==> src/rtl/simple_axi_write_arbiter_if.sv <==
// Simple write-port bundle between Versat requesters, the write arbiter and the converter.
// slave = arbiter view; master = requester/converter side view.
interface simple_axi_write_arbiter_if #(
    parameter int unsigned N_REQ      = 4,
    parameter int unsigned AXI_ADDR_W = 32,
    parameter int unsigned AXI_DATA_W = 32,
    parameter int unsigned LEN_W      = 8
);
    logic [N_REQ-1:0]              req_wvalid;
    logic [N_REQ-1:0]              req_wready;
    logic [N_REQ*AXI_ADDR_W-1:0]   req_waddr;
    logic [N_REQ*AXI_DATA_W-1:0]   req_wdata;
    logic [N_REQ*AXI_DATA_W/8-1:0] req_wstrb;
    logic [N_REQ*LEN_W-1:0]        req_wlen;
    logic [N_REQ-1:0]              req_wlast;

    logic                    m_wvalid;
    logic                    m_wready;
    logic [AXI_ADDR_W-1:0]   m_waddr;
    logic [AXI_DATA_W-1:0]   m_wdata;
    logic [AXI_DATA_W/8-1:0] m_wstrb;
    logic [LEN_W-1:0]        m_wlen;
    logic                    m_wlast;

    modport slave (
        input  req_wvalid, req_waddr, req_wdata, req_wstrb, req_wlen, m_wready, m_wlast,
        output req_wready, req_wlast, m_wvalid, m_waddr, m_wdata, m_wstrb, m_wlen
    );

    modport master (
        output req_wvalid, req_waddr, req_wdata, req_wstrb, req_wlen, m_wready, m_wlast,
        input  req_wready, req_wlast, m_wvalid, m_waddr, m_wdata, m_wstrb, m_wlen
    );
endinterface

==> src/rtl/simple_axi_write_arbiter.sv <==
// Whole-transfer write arbiter sharing one simple write port among N_REQ requesters.
// Round-robin by default; define VERSAT_WRITE_ARB_FIXED_PRIO_EN for lowest-index-wins priority.
module simple_axi_write_arbiter #(
    parameter int unsigned N_REQ      = 4,
    parameter int unsigned AXI_ADDR_W = 32,
    parameter int unsigned AXI_DATA_W = 32,
    parameter int unsigned LEN_W      = 8
) (
    input  logic                         clk,
    input  logic                         rst,
    simple_axi_write_arbiter_if.slave    bus,
    output logic [N_REQ-1:0]             grant,
    output logic                         busy
);
    localparam int unsigned IDX_W  = (N_REQ > 1) ? $clog2(N_REQ) : 1;
    localparam int unsigned STRB_W = AXI_DATA_W / 8;

    typedef enum logic [0:0] {StIdle, StOwned} state_e;

    state_e           state_q, state_d;
    logic [IDX_W-1:0] owner_q, owner_d;
    logic [IDX_W-1:0] winner;

`ifdef VERSAT_WRITE_ARB_FIXED_PRIO_EN
    always_comb begin
        winner = '0;
        for (int i = N_REQ - 1; i >= 0; i--) begin
            if (bus.req_wvalid[i]) winner = IDX_W'(i);
        end
    end
`else
    logic [IDX_W-1:0] rr_ptr_q, rr_ptr_d;
    logic [IDX_W:0]   cand;
    logic             found;

    // Search upward from rr_ptr, wrapping N_REQ-1 -> 0.
    always_comb begin
        winner = '0;
        found  = 1'b0;
        cand   = '0;
        for (int unsigned off = 0; off < N_REQ; off++) begin
            cand = {1'b0, rr_ptr_q} + (IDX_W+1)'(off);
            if (cand >= (IDX_W+1)'(N_REQ)) cand = cand - (IDX_W+1)'(N_REQ);
            if (!found && bus.req_wvalid[cand[IDX_W-1:0]]) begin
                found  = 1'b1;
                winner = cand[IDX_W-1:0];
            end
        end
    end

    always_comb begin
        rr_ptr_d = rr_ptr_q;
        if (state_q == StOwned && bus.m_wlast) begin
            rr_ptr_d = (owner_q == IDX_W'(N_REQ - 1)) ? '0 : owner_q + 1'b1;
        end
    end

    always_ff @(posedge clk or posedge rst) begin
        if (rst) rr_ptr_q <= '0;
        else     rr_ptr_q <= rr_ptr_d;
    end
`endif

    always_comb begin
        state_d = state_q;
        owner_d = owner_q;
        case (state_q)
            StIdle: begin
                if (|bus.req_wvalid) begin
                    state_d = StOwned;
                    owner_d = winner;
                end
            end
            StOwned: begin
                if (bus.m_wlast) state_d = StIdle;
            end
            default: state_d = StIdle;
        endcase
    end

    always_ff @(posedge clk or posedge rst) begin
        if (rst) begin
            state_q <= StIdle;
            owner_q <= '0;
        end else begin
            state_q <= state_d;
            owner_q <= owner_d;
        end
    end

    // Outputs depend only on registered state/owner, so no req_wvalid -> m_wvalid path in IDLE.
    always_comb begin
        grant          = '0;
        busy           = 1'b0;
        bus.m_wvalid   = 1'b0;
        bus.m_waddr    = '0;
        bus.m_wdata    = '0;
        bus.m_wstrb    = '0;
        bus.m_wlen     = '0;
        bus.req_wready = '0;
        bus.req_wlast  = '0;
        if (state_q == StOwned) begin
            grant[owner_q]          = 1'b1;
            busy                    = 1'b1;
            bus.m_wvalid            = bus.req_wvalid[owner_q];
            bus.m_waddr             = bus.req_waddr[owner_q*AXI_ADDR_W +: AXI_ADDR_W];
            bus.m_wdata             = bus.req_wdata[owner_q*AXI_DATA_W +: AXI_DATA_W];
            bus.m_wstrb             = bus.req_wstrb[owner_q*STRB_W +: STRB_W];
            bus.m_wlen              = bus.req_wlen[owner_q*LEN_W +: LEN_W];
            bus.req_wready[owner_q] = bus.m_wready;
            bus.req_wlast[owner_q]  = bus.m_wlast;
        end
    end
endmodule

==> src/flat_wrapper.sv <==
// flat-port wrapper written by rule: the top's interface ports become plain ports
module simple_axi_write_arbiter_flat 
#(
    parameter int unsigned N_REQ      = 4,
    parameter int unsigned AXI_ADDR_W = 32,
    parameter int unsigned AXI_DATA_W = 32,
    parameter int unsigned LEN_W      = 8
)
  (clk, rst, grant, busy, bus_req_wvalid, bus_req_waddr, bus_req_wdata, bus_req_wstrb, bus_req_wlen, bus_m_wready, bus_m_wlast, bus_req_wready, bus_req_wlast, bus_m_wvalid, bus_m_waddr, bus_m_wdata, bus_m_wstrb, bus_m_wlen);
  simple_axi_write_arbiter_if #(.N_REQ(N_REQ), .AXI_ADDR_W(AXI_ADDR_W), .AXI_DATA_W(AXI_DATA_W), .LEN_W(LEN_W)) bus_i ();
  input  logic clk;
  input  logic rst;
  output logic [N_REQ-1:0] grant;
  output logic busy;
  input wire logic [$bits(bus_i.req_wvalid)-1:0] bus_req_wvalid;
  input wire logic [$bits(bus_i.req_waddr)-1:0] bus_req_waddr;
  input wire logic [$bits(bus_i.req_wdata)-1:0] bus_req_wdata;
  input wire logic [$bits(bus_i.req_wstrb)-1:0] bus_req_wstrb;
  input wire logic [$bits(bus_i.req_wlen)-1:0] bus_req_wlen;
  input wire logic [$bits(bus_i.m_wready)-1:0] bus_m_wready;
  input wire logic [$bits(bus_i.m_wlast)-1:0] bus_m_wlast;
  output wire logic [$bits(bus_i.req_wready)-1:0] bus_req_wready;
  output wire logic [$bits(bus_i.req_wlast)-1:0] bus_req_wlast;
  output wire logic [$bits(bus_i.m_wvalid)-1:0] bus_m_wvalid;
  output wire logic [$bits(bus_i.m_waddr)-1:0] bus_m_waddr;
  output wire logic [$bits(bus_i.m_wdata)-1:0] bus_m_wdata;
  output wire logic [$bits(bus_i.m_wstrb)-1:0] bus_m_wstrb;
  output wire logic [$bits(bus_i.m_wlen)-1:0] bus_m_wlen;
  assign bus_i.req_wvalid = bus_req_wvalid;
  assign bus_i.req_waddr = bus_req_waddr;
  assign bus_i.req_wdata = bus_req_wdata;
  assign bus_i.req_wstrb = bus_req_wstrb;
  assign bus_i.req_wlen = bus_req_wlen;
  assign bus_i.m_wready = bus_m_wready;
  assign bus_i.m_wlast = bus_m_wlast;
  assign bus_req_wready = bus_i.req_wready;
  assign bus_req_wlast = bus_i.req_wlast;
  assign bus_m_wvalid = bus_i.m_wvalid;
  assign bus_m_waddr = bus_i.m_waddr;
  assign bus_m_wdata = bus_i.m_wdata;
  assign bus_m_wstrb = bus_i.m_wstrb;
  assign bus_m_wlen = bus_i.m_wlen;
  simple_axi_write_arbiter #(.N_REQ(N_REQ), .AXI_ADDR_W(AXI_ADDR_W), .AXI_DATA_W(AXI_DATA_W), .LEN_W(LEN_W)) u_core (.clk(clk), .rst(rst), .bus(bus_i), .grant(grant), .busy(busy));
endmodule
==> config.mk <==
export PLATFORM = sky130hd
export DESIGN_NAME = simple_axi_write_arbiter_flat
export DESIGN_NICKNAME = d
export VERILOG_FILES = /design/src/rtl/simple_axi_write_arbiter_if.sv /design/src/rtl/simple_axi_write_arbiter.sv /design/src/flat_wrapper.sv
export SDC_FILE = /design/constraint.sdc
export NUM_CORES = 1
export LEC_CHECK = 0
export ABC_AREA = 1
export CORE_AREA = 2 2 158 160
export CTS_CLUSTER_SIZE = 40
export DETAILED_ROUTE_END_ITERATION = 6
export DIE_AREA = 0 0 160 162
export GPL_TIMING_DRIVEN = 0
export PLACE_DENSITY = 0.53
export SYNTH_ARGS = -nofsm -noshare
export SYNTH_HDL_FRONTEND = slang
export SYNTH_SLANG_ARGS = --single-unit
==> constraint.sdc <==
create_clock -name clk -period 2.46 [get_ports clk]
set_input_delay 0.738 -clock clk [delete_from_list [all_inputs] [get_ports clk]]
set_output_delay 0.738 -clock clk [all_outputs]
set_load 0.005 [all_outputs]
==> impl_metrics.csv <==
group,metric,value,unit
synthesis,synth_top_family_by_area,"simple AND/OR/NAND/NOR gates",
floorplanning,die_h,162,microns
timing,period_share,0.992,
synthesis,synth_cell_type_count,20,
timing,rsz0062_at_grt,"true",
cells_and_area,final_util,0.328,
synthesis,synth_adder_area_share,0.0157,
clock_tree,clock-root-buffer,"clkbuf_16",
placement,port_buffers,401,
floorplanning,dieArea,25900,sq um
synthesis,syn_inst,708,
power_and_ir_drop,power,0.00740,W
drt,wirelength,25500,microns
grt,grt_pass1_vias,6203,
drt,dr.pass1.iters,5,
synthesis,seq_area_frac_synth,0.0393,
cells_and_area,stdcell_area,7910,sq um
grt,grt_max_degree,12,
placement,dp_hpwl,20300,microns
clock_tree,htreeDepth,1,
placement,dpl_cell_area,7600,sq um
cells_and_area,fill_cells,2799,
drt,detail_route.wl_per_cell,17.6,microns
synthesis,synth_compound_area_frac,0.374,
timing,max_freq,410,MHz
setup_path,end_kind,"output pin",
grt,grt_first_pass_wirelength,36300,microns
setup_path,cp.arrival,1.70,ns
setup_path,crit_type,"in -> out",
timing,hold_violations,0,
setup_path,crit_fanout,1,
floorplanning,initial_utilization,0.132,
grt,grt-ovfl-total,0,
clock_tree,cts_tree,"built",
clock_tree,clk_pin_slew,0.03,ns
run,drv_cap,0,
floorplanning,io-pin-count,402,
setup_path,cp.required,1.72,ns
cells_and_area,layout_common_cells,"nor2_1, clkdlybuf4s50_1, o21ai_1, buf_2, dlymetal6s2s_1",
floorplanning,rows,57,
floorplanning,core-area,24100,sq um
clock_tree,clockBufferDepth,2,
drt,num_vias,6311,
placement,place_congestion,0.849,
timing,fin_skew,0.00165,ns
setup_path,worstRegToRegCells,10,
synthesis,synth_mux_area_frac,0,
power_and_ir_drop,ir_drop,363,uV
timing,min_period,2.44,ns
synthesis,ys.warnings.count,0,
timing,slew_headroom,0.627,
setup_path,r2r-start,"u_core.rr_ptr_q[1]",
clock_tree,ctsHoldBuffers,0,
synthesis,synth.cell_area,3180,sq um
synthesis,synth_nets,1024,
drt,ant_nets,0,
clock_tree,clk_latency,0.23,ns
timing,hold_slack,0.705,ns
cells_and_area,drive_gt1_frac,0.168,
worst_hold_path,min_path_type,"in -> async",
synthesis,synth.avg_cell_area,4.49,sq um
cells_and_area,final_common_cell,"nor2_1",
timing,finalSetupViolations,0,
cells_and_area,final_nets,1439,
timing,drv_slew,0,
setup_path,start_kind,"input port",
synthesis,ys_seq_elements,5,
timing,max_slew.worst_pin.slew,0.560,ns
grt,grt_usage,0.180,
status,status,"finished, final reports clean",
synthesis,yosys.area_share.simple,0.459,
setup_path,critPathLaunch,"bus_req_waddr[67]",
clock_tree,cts_sinks,5,
drt,drtIter0Drc,342,
cells_and_area,area_growth,148,%
clock_tree,cts_made_buffers,3,
power_and_ir_drop,power_density,936,nW/um^2
drt,vias_per_cell,4.36,
drt,drc,0,
floorplanning,die_w,160,microns
cells_and_area,instances_no_fill,1448,
placement,dp.cells,1433,
grt,antenna_found_initial,3,
synthesis,synth-xor-area-share,0,
power_and_ir_drop,leakagePower,4.10,nW
-- cells by family after synthesis --
family          Yosys count
fa+ha+maj                 4
compound gates          237
simple gates            380
buf+inv                  82
flops                     5
-- what timing repair did --
action,4_1_cts,5_1_grt
buffers inserted,9,0
hold endpoints to repair,0,0
pin swaps,65,140
resized for setup,479,209
setup endpoints to repair,88,72
-- cell usage after synthesis --
| cell | n | share of area |
|---|---|---|
| dfrtp_1 | 5 | 0.039 |
| o21ai_0 | 137 | 0.22 |
| nand2_4 | 1 | 0.0035 |
| ha_1 | 4 | 0.016 |
| o21ai_1 | 18 | 0.028 |
| nand3_1 | 8 | 0.013 |
| nor2_1 | 319 | 0.38 |
| clkbuf_1 | 31 | 0.037 |
| buf_6 | 1 | 0.0035 |
| nor4_1 | 1 | 0.0020 |
| nand2_1 | 47 | 0.055 |
| buf_1 | 1 | 0.0012 |
| o31ai_1 | 1 | 0.0024 |
| a21oi_1 | 81 | 0.13 |
| nand2_2 | 3 | 0.0059 |
| buf_2 | 24 | 0.038 |
| inv_1 | 17 | 0.020 |
| inv_2 | 5 | 0.0059 |
| buf_4 | 3 | 0.0071 |
| nor2_4 | 1 | 0.0035 |
-- flip-flops by register name, indices dropped and copies added, names as in the netlist --
| name | cells |
|---|---|
| u_core.rr_ptr_q | 2 |
| u_core.state_q | 1 |
| u_core.owner_q | 2 |
-- worst max-delay path, stage by stage --
cell and delay (ns):
clkdlybuf4s50_1 0.52, nor2_1 0.05, nor2_1 0.08, o21ai_1 0.07, a21oi_1 0.12, buf_2 0.13
-- area by class of cell --
class	instances	area, sq um	share of cell area
buffer	60	563	0.0712
clock buffer	4	78.8	0.00997
sequential	5	128	0.0161
tap	324	405	0.0513
timing repair buffer	410	3850	0.486
inverter	22	92.6	0.0117
multi-input combinational	621	2790	0.353
antenna	2	5.00	0.000633
-- final timing paths --
path,end,slack (ns)
min in group clk,u_core.rr_ptr_q[1],0.71
worst min-delay path,u_core.rr_ptr_q[0],0.71
max in group asynchronous,u_core.owner_q[0],1.55
worst max-delay path,bus_m_waddr[3],0.02
worst max register to register,u_core.owner_q[1],1.08
worst min register to register,u_core.rr_ptr_q[1],0.71
-- metal layers --
metal,vias to the layer above,track usage,share of wire
li1,3133,-,-
met3,38,0.0327,0.072
met5,-,0,0
met4,0,0.0528,0.029
met1,2826,0.218,0.41
met2,314,0.323,0.49
-- stage by stage --
step,worst slack [ns],TNS (ns)
floorplan,0.444,0
global placement,-0.849,-44.09
detailed placement,-0.827,-44.15
CTS,-0.0573,-0.109
global route,-0.0222,-0.0642
finish,0.0186,0
-- power by group --
part	total (W)	switching, W	internal, W	leakage [nW]
registers	0.000199	0.0000713	0.000127	0.0558
logic	0.00693	0.00396	0.00296	4.01
clock network	0.000275	0.0000600	0.000215	0.0382
total	0.00740	0.00410	0.00330	4.10
Note: power is estimated with default switching activity, not from simulation.
